===== src/rtl/video_timing_pkg.sv =====
// video_timing_pkg: raster timing constants for the supported video modes
package video_timing_pkg;
    localparam int CNT_W_480P    = 10;
    localparam int H_ACTIVE_480P = 640;
    localparam int H_FP_480P     = 16;
    localparam int H_SYNC_480P   = 96;
    localparam int H_BP_480P     = 48;
    localparam int V_ACTIVE_480P = 480;
    localparam int V_FP_480P     = 10;
    localparam int V_SYNC_480P   = 2;
    localparam int V_BP_480P     = 33;
    localparam int H_TOTAL_480P  = H_ACTIVE_480P + H_FP_480P + H_SYNC_480P + H_BP_480P;
    localparam int V_TOTAL_480P  = V_ACTIVE_480P + V_FP_480P + V_SYNC_480P + V_BP_480P;
    localparam int H_SYNC_START_480P = H_ACTIVE_480P + H_FP_480P;
    localparam int H_SYNC_END_480P   = H_SYNC_START_480P + H_SYNC_480P;
    localparam int V_SYNC_START_480P = V_ACTIVE_480P + V_FP_480P;
    localparam int V_SYNC_END_480P   = V_SYNC_START_480P + V_SYNC_480P;
endpackage


===== src/rtl/video_timing_480p_sync.sv =====
// sync_2ff: two-flop synchroniser, clears to 0 on reset
module sync_2ff (
    input  logic PCLK,
    input  logic RESET_n,
    input  logic d,
    output logic q
);
    logic meta;
    always_ff @(posedge PCLK or negedge RESET_n)
        if (!RESET_n) {q, meta} <= 2'b00;
        else          {q, meta} <= {meta, d};
endmodule


===== src/rtl/video_timing_480p.sv =====
// video_timing_480p: raster timing generator, idle until the pixel PLL is locked
module video_timing_480p
    import video_timing_pkg::*;
#(
    parameter int   H_ACTIVE = H_ACTIVE_480P,
    parameter int   H_FP     = H_FP_480P,
    parameter int   H_SYNC   = H_SYNC_480P,
    parameter int   H_BP     = H_BP_480P,
    parameter int   V_ACTIVE = V_ACTIVE_480P,
    parameter int   V_FP     = V_FP_480P,
    parameter int   V_SYNC   = V_SYNC_480P,
    parameter int   V_BP     = V_BP_480P,
    parameter logic H_POL    = 1'b0,
    parameter logic V_POL    = 1'b0,
    parameter int   CNT_W    = CNT_W_480P
) (
    input  logic             PCLK,
    input  logic             RESET_n,
    input  logic             PLOCK,
    output logic             HSYNC,
    output logic             VSYNC,
    output logic             DE,
    output logic [CNT_W-1:0] X,
    output logic [CNT_W-1:0] Y,
    output logic             LINE_START,
    output logic             FRAME_START
);
    localparam logic [CNT_W-1:0] H_ACT  = CNT_W'(H_ACTIVE);
    localparam logic [CNT_W-1:0] V_ACT  = CNT_W'(V_ACTIVE);
    localparam logic [CNT_W-1:0] H_LAST = CNT_W'(H_ACTIVE + H_FP + H_SYNC + H_BP - 1);
    localparam logic [CNT_W-1:0] V_LAST = CNT_W'(V_ACTIVE + V_FP + V_SYNC + V_BP - 1);
    localparam logic [CNT_W-1:0] HS_S   = CNT_W'(H_ACTIVE + H_FP);
    localparam logic [CNT_W-1:0] HS_E   = CNT_W'(H_ACTIVE + H_FP + H_SYNC);
    localparam logic [CNT_W-1:0] VS_S   = CNT_W'(V_ACTIVE + V_FP);
    localparam logic [CNT_W-1:0] VS_E   = CNT_W'(V_ACTIVE + V_FP + V_SYNC);
    logic             lock_s;
    logic [CNT_W-1:0] hcnt, vcnt;
    logic             de_c, hsync_c, vsync_c, h_wrap;
    sync_2ff u_lock_sync (
        .PCLK    (PCLK),
        .RESET_n (RESET_n),
        .d       (PLOCK),
        .q       (lock_s)
    );
    always_comb begin
        h_wrap  = hcnt == H_LAST;
        de_c    = hcnt < H_ACT && vcnt < V_ACT;
        hsync_c = hcnt >= HS_S && hcnt < HS_E;
        vsync_c = vcnt >= VS_S && vcnt < VS_E;
    end
    // Losing lock forces counters and outputs back to their reset values on the next edge.
    always_ff @(posedge PCLK or negedge RESET_n)
        if (!RESET_n) begin
            hcnt        <= '0;
            vcnt        <= '0;
            HSYNC       <= ~H_POL;
            VSYNC       <= ~V_POL;
            DE          <= 1'b0;
            X           <= '0;
            Y           <= '0;
            LINE_START  <= 1'b0;
            FRAME_START <= 1'b0;
        end else begin
            hcnt        <= !lock_s || h_wrap ? '0 : hcnt + 1'b1;
            vcnt        <= !lock_s ? '0 : !h_wrap ? vcnt : vcnt == V_LAST ? '0 : vcnt + 1'b1;
            HSYNC       <= lock_s && hsync_c ? H_POL : ~H_POL;
            VSYNC       <= lock_s && vsync_c ? V_POL : ~V_POL;
            DE          <= lock_s && de_c;
            X           <= lock_s ? hcnt : '0;
            Y           <= lock_s ? vcnt : '0;
            LINE_START  <= lock_s && hcnt == '0;
            FRAME_START <= lock_s && hcnt == '0 && vcnt == '0;
        end
endmodule


===== config.mk =====
export PLATFORM = sky130hd
export DESIGN_NAME = video_timing_480p
export DESIGN_NICKNAME = d
export VERILOG_FILES = /design/src/rtl/video_timing_pkg.sv /design/src/rtl/video_timing_480p_sync.sv /design/src/rtl/video_timing_480p.sv
export SDC_FILE = /design/constraint.sdc
export NUM_CORES = 1
export LEC_CHECK = 0
export CORE_MARGIN = 3
export CORE_UTILIZATION = 51
export DETAILED_ROUTE_END_ITERATION = 10
export PLACE_DENSITY_LB_ADDON = 0.2
export SLEW_MARGIN = 10
export SYNTH_ARGS = -nofsm -noshare
export SYNTH_HDL_FRONTEND = slang
export SYNTH_HIERARCHICAL = 1
export SYNTH_SLANG_ARGS = --single-unit

===== constraint.sdc =====
create_clock -name PCLK -period 4 [get_ports PCLK]
set_input_delay 0.8 -clock PCLK [delete_from_list [all_inputs] [get_ports PCLK]]
set_output_delay 0.8 -clock PCLK [all_outputs]
set_load 0.02 [all_outputs]

==> results of run 1 <==
## flip-flops by register name (all words and copies together), names as in the netlist
register,count
hcnt,10
LINE_START,1
FRAME_START,1
DE,1
X,10
u_lock_sync/q,1
VSYNC,1
Y,10
HSYNC,1
u_lock_sync/meta,1
vcnt,10
## cells in the final DEF, fill, tap and decap left out, types with 3 or more instances in the layout
cell and count:
nor2b_1 4, inv_1 8, and3_1 6, xnor2_1 4
o21ai_0 5, nor2_1 20, nand3_1 4, and4_1 6
a22o_1 3, clkbuf_8 5, nor3_1 3, nand4_1 3
and2_1 13, nand2_1 8, xor2_1 5, ha_1 4
clkdlybuf4s50_1 26, dfrtp_1 45
## report_power, final
group          internal [mW]  switching [mW]  total (mW)
sequential             0.482         0.00595       0.488
clock                  0.183           0.141       0.324
combinational         0.0155          0.0271      0.0426
total                  0.681           0.174       0.854
## area by class of cell
| type | count | share of cell area (%) |
|---|---|---|
| sequential | 47 | 49.3 |
| multi-input combinational | 113 | 31.6 |
| timing repair buffer | 27 | 11.1 |
| clock buffer | 6 | 3.03 |
| tap | 48 | 2.51 |
| clock inverter | 1 | 1.26 |
| inverter | 8 | 1.26 |
## layer usage
layer | GRT usage, % | share of wire (%) | vias up
met5 | 0 | 0 | -
met4 | 7.06 | 1.1 | 0
met3 | 3.89 | 6.2 | 5
met2 | 26.9 | 46 | 46
met1 | 25.9 | 47 | 645
li1 | - | - | 657
## how the worst max path moves through the flow
| stage | start | endpoint | slack, ns | depth (start not counted) |
|---|---|---|---|---|
| final | HSYNC$_DFF_PN1_ | HSYNC | 1.80 | 1 |
| after global routing | HSYNC$_DFF_PN1_ | HSYNC | 1.75 | 1 |
| after CTS | HSYNC$_DFF_PN1_ | HSYNC | 1.78 | 1 |
| after detailed placement | u_lock_sync/q$_DFF_PN0_ | vcnt[6]$_DFFE_PN0N_ | 2.09 | 4 |
| after global placement | VSYNC$_DFF_PN1_ | VSYNC | 2.12 | 1 |
| after floorplan | hcnt[0]$_DFF_PN0_ | vcnt[9]$_DFFE_PN0N_ | 2.42 | 6 |
## cells by family after synthesis
kind of cell | after synthesis
mux | 1
buf+inv | 16
fa+ha+maj | 4
flops | 47
xor+xnor | 9
compound gates | 20
simple gates | 79
==> impl_metrics.json, run 1 <==
{
  "layout.cell_area.non_filler_sq_um": 2390,
  "grt_pass1_vias": 1315,
  "detailed_place.area_sq_um": 2290,
  "crit-reg2reg-capture": "vcnt[6]$_DFFE_PN0N_",
  "p_leak_nw": 1.07,
  "synth_top_family_by_area": "simple AND/OR/NAND/NOR gates",
  "setup_ws_ns": 1.80,
  "count_leader_synth": "dfrtp_1",
  "hp-start": "u_lock_sync/meta$_DFF_PN0_",
  "setup_total_negative_slack_ns": 0,
  "netlist_top_cells_count": "45 x dfrtp_1, 20 x nor2_1, 13 x and2_1",
  "io_buffers": 27,
  "cts_root_buf": "clkbuf_8",
  "max_cap_viol_count": 0,
  "die_area_sq_um": 4740,
  "yosys_warnings": 6,
  "dieHeight_um": 68.9,
  "floorplan.initialDensity_pct": 53.8,
  "vias_per_cell": 5.41,
  "synthesis.instances": 176,
  "core-area_sq_um": 3740,
  "status": "complete, no violations",
  "clk_pin_slew_ns": 0.08,
  "slew_viol_final": 0,
  "worst_r2r_startpoint": "u_lock_sync/q$_DFF_PN0_",
  "slew_headroom_pct": 36.0,
  "grt_pass1_wl_um": 6310,
  "cts_tree": "yes",
  "cp.required_ns": 3.20,
  "cts-buffers-inserted": 5,
  "synth_largest_type_area_fraction_pct": 55.9,
  "postSynthRegisterBits": 47,
  "hold_class": "reg2reg",
  "num-nets-final": 209,
  "critical_path_arrival_ns": 1.40,
  "synth.area.top_cells": "dfrtp_1 56%, and2_1 4.0%, nor2_1 3.7%",
  "cts_repair_resize_count": 0,
  "min_period_ns": 2.20,
  "pin_count": 28,
  "detail_route.wl_per_cell_um": 14.5,
  "power_uw": 854,
  "fmaxAchievable_mhz": 454,
  "finalSetupViolCount": 0,
  "critical_path.top_delay_family": "buffers and inverters",
  "layout.filler_cells": 318,
  "dp.cells": 243,
  "worst-path-max-fanout": 1,
  "synth-xor-area-share_pct": 3.91,
  "timing.final.hold_violations": 0,
  "drive_above_1_share_pct": 7.92,
  "power-per-cell-area_nw_per_um2": 357,
  "timing_worst_setup_path_type": "reg2out",
  "timing.hold.worst_path_depth": 0,
  "antenna_cells_inserted": 0,
  "place.detailed.hpwl_um": 2500,
  "rsz0062_at_grt": "no",
  "synthesis.nets": 183,
  "globalRouteOverflowTotal": 0,
  "route.antenna.remaining_nets": 0,
  "synth_simple_gate_area_share_pct": 23.4,
  "final.setup_skew_ns": 0.00722,
  "mappedNetlistArea_sq_um": 2020,
  "ff2ff_path_depth": 4,
  "cts_hold_buffers": 0,
  "number_of_detailed_route_iterations_in_the_first_pass": 4,
  "fin_hold_ws_ns": 0.358,
  "synth_area_per_cell_sq_um": 11.5,
  "synth_largest_area_cell": "dfrtp_1",
  "cts-htree-levels": 2,
  "post_cts_setup_driven_buffer_insertion_count": 0,
  "final_cell_count_no_fill": 250,
  "worst_margin_slew_ns": 0.960,
  "slowest_delay_ns": 0.59,
  "antenna_found_initial": 0,
  "synthAdderAreaFrac_pct": 2.48,
  "dr.first_iter.drc_count": 63,
  "placement_rows": 22,
  "grt_start_max_net_pins": 48,
  "portion_of_netlist_area_occupied_by_mux_cells_pct": 0.497,
  "layout.area.seq_sq_um": 1180,
  "die_width_um": 68.9,
  "global_route_usage_over_all_layers_pct": 18.1,
  "critical-path-slowest-cell": "clkdlybuf4s50_1",
  "share_of_the_synthesized_area_in_compound_gates_ao_oa_aoi_oai_pct": 7.20,
  "synth_seq_area_share_pct": 58.5,
  "multi_input_combinational_cell_area_sq_um": 756,
  "crit_path_cell_trace": "clkdlybuf4s50_1",
  "finalCritPeriodShare_pct": 55.0,
  "ys.flop_type": "dfrtp_1",
  "final_core_util_pct": 63.9,
  "end_kind": "primary output",
  "worst-r2r-setup-slack_ns": 2.09,
  "power.ir.vdd_worst_uv": 219,
  "yosysUniqueCellTypes": 42,
  "pre_cts_slack_ns": 2.09,
  "latest_clock_arrival_within_the_worst_skew_pair_ns": 0.29,
  "critical_path.startpoint_type": "flop",
  "drc": 0,
  "clockBufferDepth": 2,
  "whs_endpoint": "u_lock_sync/q$_DFF_PN0_",
  "bufs_and_invs_on_worst_path": 1,
  "number_of_synthesized_flops_with_an_enable_pin": 0,
  "place.gp.congestion": 0.864,
  "async_reset_ff_share_pct": 100,
  "cts.sink_count": 47,
  "detailroute.via_count": 1353,
  "area_growth_pct": 18.7,
  "postRouteWirelength_um": 3620
}
Power figures use the tool's default switching activity.
==> run 2, diff against run 1 <==
--- a/config.mk
+++ b/config.mk
@@ -6,7 +6,7 @@
 export NUM_CORES = 1
 export LEC_CHECK = 0
 export CORE_MARGIN = 3
-export CORE_UTILIZATION = 51
+export CORE_UTILIZATION = 48
 export DETAILED_ROUTE_END_ITERATION = 10
 export PLACE_DENSITY_LB_ADDON = 0.2
 export SLEW_MARGIN = 10
==> constraint.sdc (replaced) <==
create_clock -name PCLK -period 1.85 [get_ports PCLK]
set_input_delay 0.37 -clock PCLK [delete_from_list [all_inputs] [get_ports PCLK]]
set_output_delay 0.37 -clock PCLK [all_outputs]
set_load 0.02 [all_outputs]
==> run 2 against run 1 <==
Effect of this change:
- sequential share of layout area decreased by 1.7 points
- register-to-register slack got worse by 1.9 ns
- die area up 5.7%
- largest cell class unchanged
- largest power group unchanged
==> impl_metrics.json, run 2 (synthesized netlist as in run 1, its figures left out) <==
{
  "placement_rows": 22,
  "place.gp.congestion": 0.888,
  "rsz0062_at_grt": "no",
  "cell_internal_pwr_mw": 1.35,
  "postRouteWirelength_um": 3890,
  "cts_root_buf": "clkbuf_8",
  "worst_r2r_startpoint": "hcnt[0]$_DFF_PN0_",
  "clockBufferDepth": 2,
  "setup_ws_ns": 0.0812,
  "antenna_cells_inserted": 0,
  "dp.cells": 254,
  "globalRouteOverflowTotal": 0,
  "crit_path_cell_trace": "clkdlybuf4s50_1",
  "drive_above_1_share_pct": 13.1,
  "floorplan.initialDensity_pct": 52.3,
  "critical_path.startpoint_type": "flop",
  "final_core_util_pct": 64.3,
  "cts_repair_resize_count": 0,
  "finalSetupViolCount": 0,
  "timing_worst_setup_path_type": "reg2out",
  "detailroute.via_count": 1388,
  "critical_path_arrival_ns": 1.40,
  "power.ir.vdd_worst_uv": 400,
  "layout.area.seq_sq_um": 1180,
  "pre_cts_slack_ns": 0.0695,
  "latest_clock_arrival_within_the_worst_skew_pair_ns": 0.30,
  "global_route_usage_over_all_layers_pct": 17.2,
  "die_area_sq_um": 5010,
  "fmaxAchievable_mhz": 565,
  "timing.final.hold_violations": 0,
  "critical_path.top_delay_family": "buffers and inverters",
  "power.share.switching_pct": 22.3,
  "slew_viol_final": 0,
  "area_growth_pct": 22.8,
  "slew_headroom_pct": 70.4,
  "multi_input_combinational_cell_area_sq_um": 766,
  "io_buffers": 27,
  "detail_route.wl_per_cell_um": 14.8,
  "worst_margin_slew_ns": 0.444,
  "end_kind": "primary output",
  "cts_tree": "yes",
  "seqPwrFrac_pct": 60.6,
  "power-per-cell-area_nw_per_um2": 702,
  "mostFrequentLayoutCells": "45 x dfrtp_1, 26 x clkdlybuf4s50_1, 20 x nor2_1",
  "antenna_found_initial": 0,
  "post_cts_setup_driven_buffer_insertion_count": 0,
  "detailed_place.area_sq_um": 2380,
  "min_period_ns": 1.77,
  "grt_pass1_wl_um": 6710,
  "number_of_detailed_route_iterations_in_the_first_pass": 7,
  "hold_class": "in2async",
  "p_leak_nw": 1.13,
  "worst-path-max-fanout": 1,
  "slowest_delay_ns": 0.59,
  "die_width_um": 70.8,
  "cp.required_ns": 1.48,
  "ff2ff_path_depth": 5,
  "max_cap_viol_count": 0,
  "drc": 0,
  "final_common_cell": "dfrtp_1",
  "final_cell_count_no_fill": 262,
  "grt_start_max_net_pins": 30,
  "vias_per_cell": 5.30,
  "dieHeight_um": 70.8,
  "power_mw": 1.74,
  "power.combinational.fraction_pct": 6.3,
  "crit-reg2reg-capture": "vcnt[6]$_DFFE_PN0N_",
  "clock_power_share_pct": 33.2,
  "setup_total_negative_slack_ns": 0,
  "cts.sink_count": 47,
  "dr.first_iter.drc_count": 77,
  "cts-buffers-inserted": 5,
  "pin_count": 28,
  "clk_pin_slew_ns": 0.08,
  "layout.filler_cells": 304,
  "bufs_and_invs_on_worst_path": 1,
  "status": "complete, no violations",
  "num-nets-final": 220,
  "fin_hold_ws_ns": 0.00924,
  "core-area_sq_um": 3850,
  "place.detailed.hpwl_um": 2790,
  "grt_pass1_vias": 1398,
  "worst-r2r-setup-slack_ns": 0.14,
  "power.net_switching_uw": 387,
  "final.setup_skew_ns": 0.00974,
  "cts_hold_buffers": 0,
  "cts-htree-levels": 2,
  "finalCritPeriodShare_pct": 95.6,
  "layout.cell_area.non_filler_sq_um": 2480,
  "critical-path-slowest-cell": "clkdlybuf4s50_1",
  "route.antenna.remaining_nets": 0
}
run 2: changes by cell type in the layout (fill, tap and decap cells not counted):
cell | before | now
and4_1 | 6 | 5
clkinv_2 | 0 | 1
a31o_4 | 0 | 1
buf_12 | 0 | 1
buf_4 | 0 | 10
a31o_2 | 1 | 0
bufinv_16 | 1 | 0
and4_2 | 0 | 1
clkbuf_1 | 1 | 2
run 2: power by group through the flow:
stage | Sequential [mW] | Clock, mW | Combinational [mW]
final | 1.05 | 0.576 | 0.109
after global routing | 1.06 | 0.645 | 0.123
after CTS | 1.05 | 0.597 | 0.110
after detailed placement | 1.07 | 0 | 0.109
after global placement | 1.07 | 0 | 0.107
after floorplan | 1.08 | 0 | 0.0364
run 2: layout make-up:
type / instances / share of cell area (%)
clock inverters: 1 / 0.202
well taps: 48 / 2.43
flip-flops and latches: 47 / 47.6
inverters: 8 / 1.21
multi-input cells: 113 / 30.9
repair buffers: 38 / 14.6
clock buffers: 7 / 3.08
run 2: worst max path at each step:
stage                              from                  end  cells past startpoint
floorplan             hcnt[0]$_DFF_PN0_  vcnt[9]$_DFFE_PN0N_                      6
global placement      hcnt[0]$_DFF_PN0_  vcnt[2]$_DFFE_PN0N_                      5
detailed placement    hcnt[0]$_DFF_PN0_  vcnt[2]$_DFFE_PN0N_                      5
CTS                   hcnt[0]$_DFF_PN0_  vcnt[2]$_DFFE_PN0N_                      5
global route        vcnt[0]$_DFFE_PN0N_  vcnt[4]$_DFFE_PN0N_                      6
finish                  HSYNC$_DFF_PN1_                HSYNC                      1
run 2: metal layers:
metal | share of wire (%) | GRT usage [%] | wire, um | vias to the layer above
met3 | 4.9 | 3.41 | 192 | 6
met2 | 46 | 26.4 | 1780 | 40
met5 | 0 | 0 | 0 | -
met4 | 1.2 | 7.93 | 46 | 0
li1 | - | - | - | 672
met1 | 48 | 23.5 | 1870 | 670
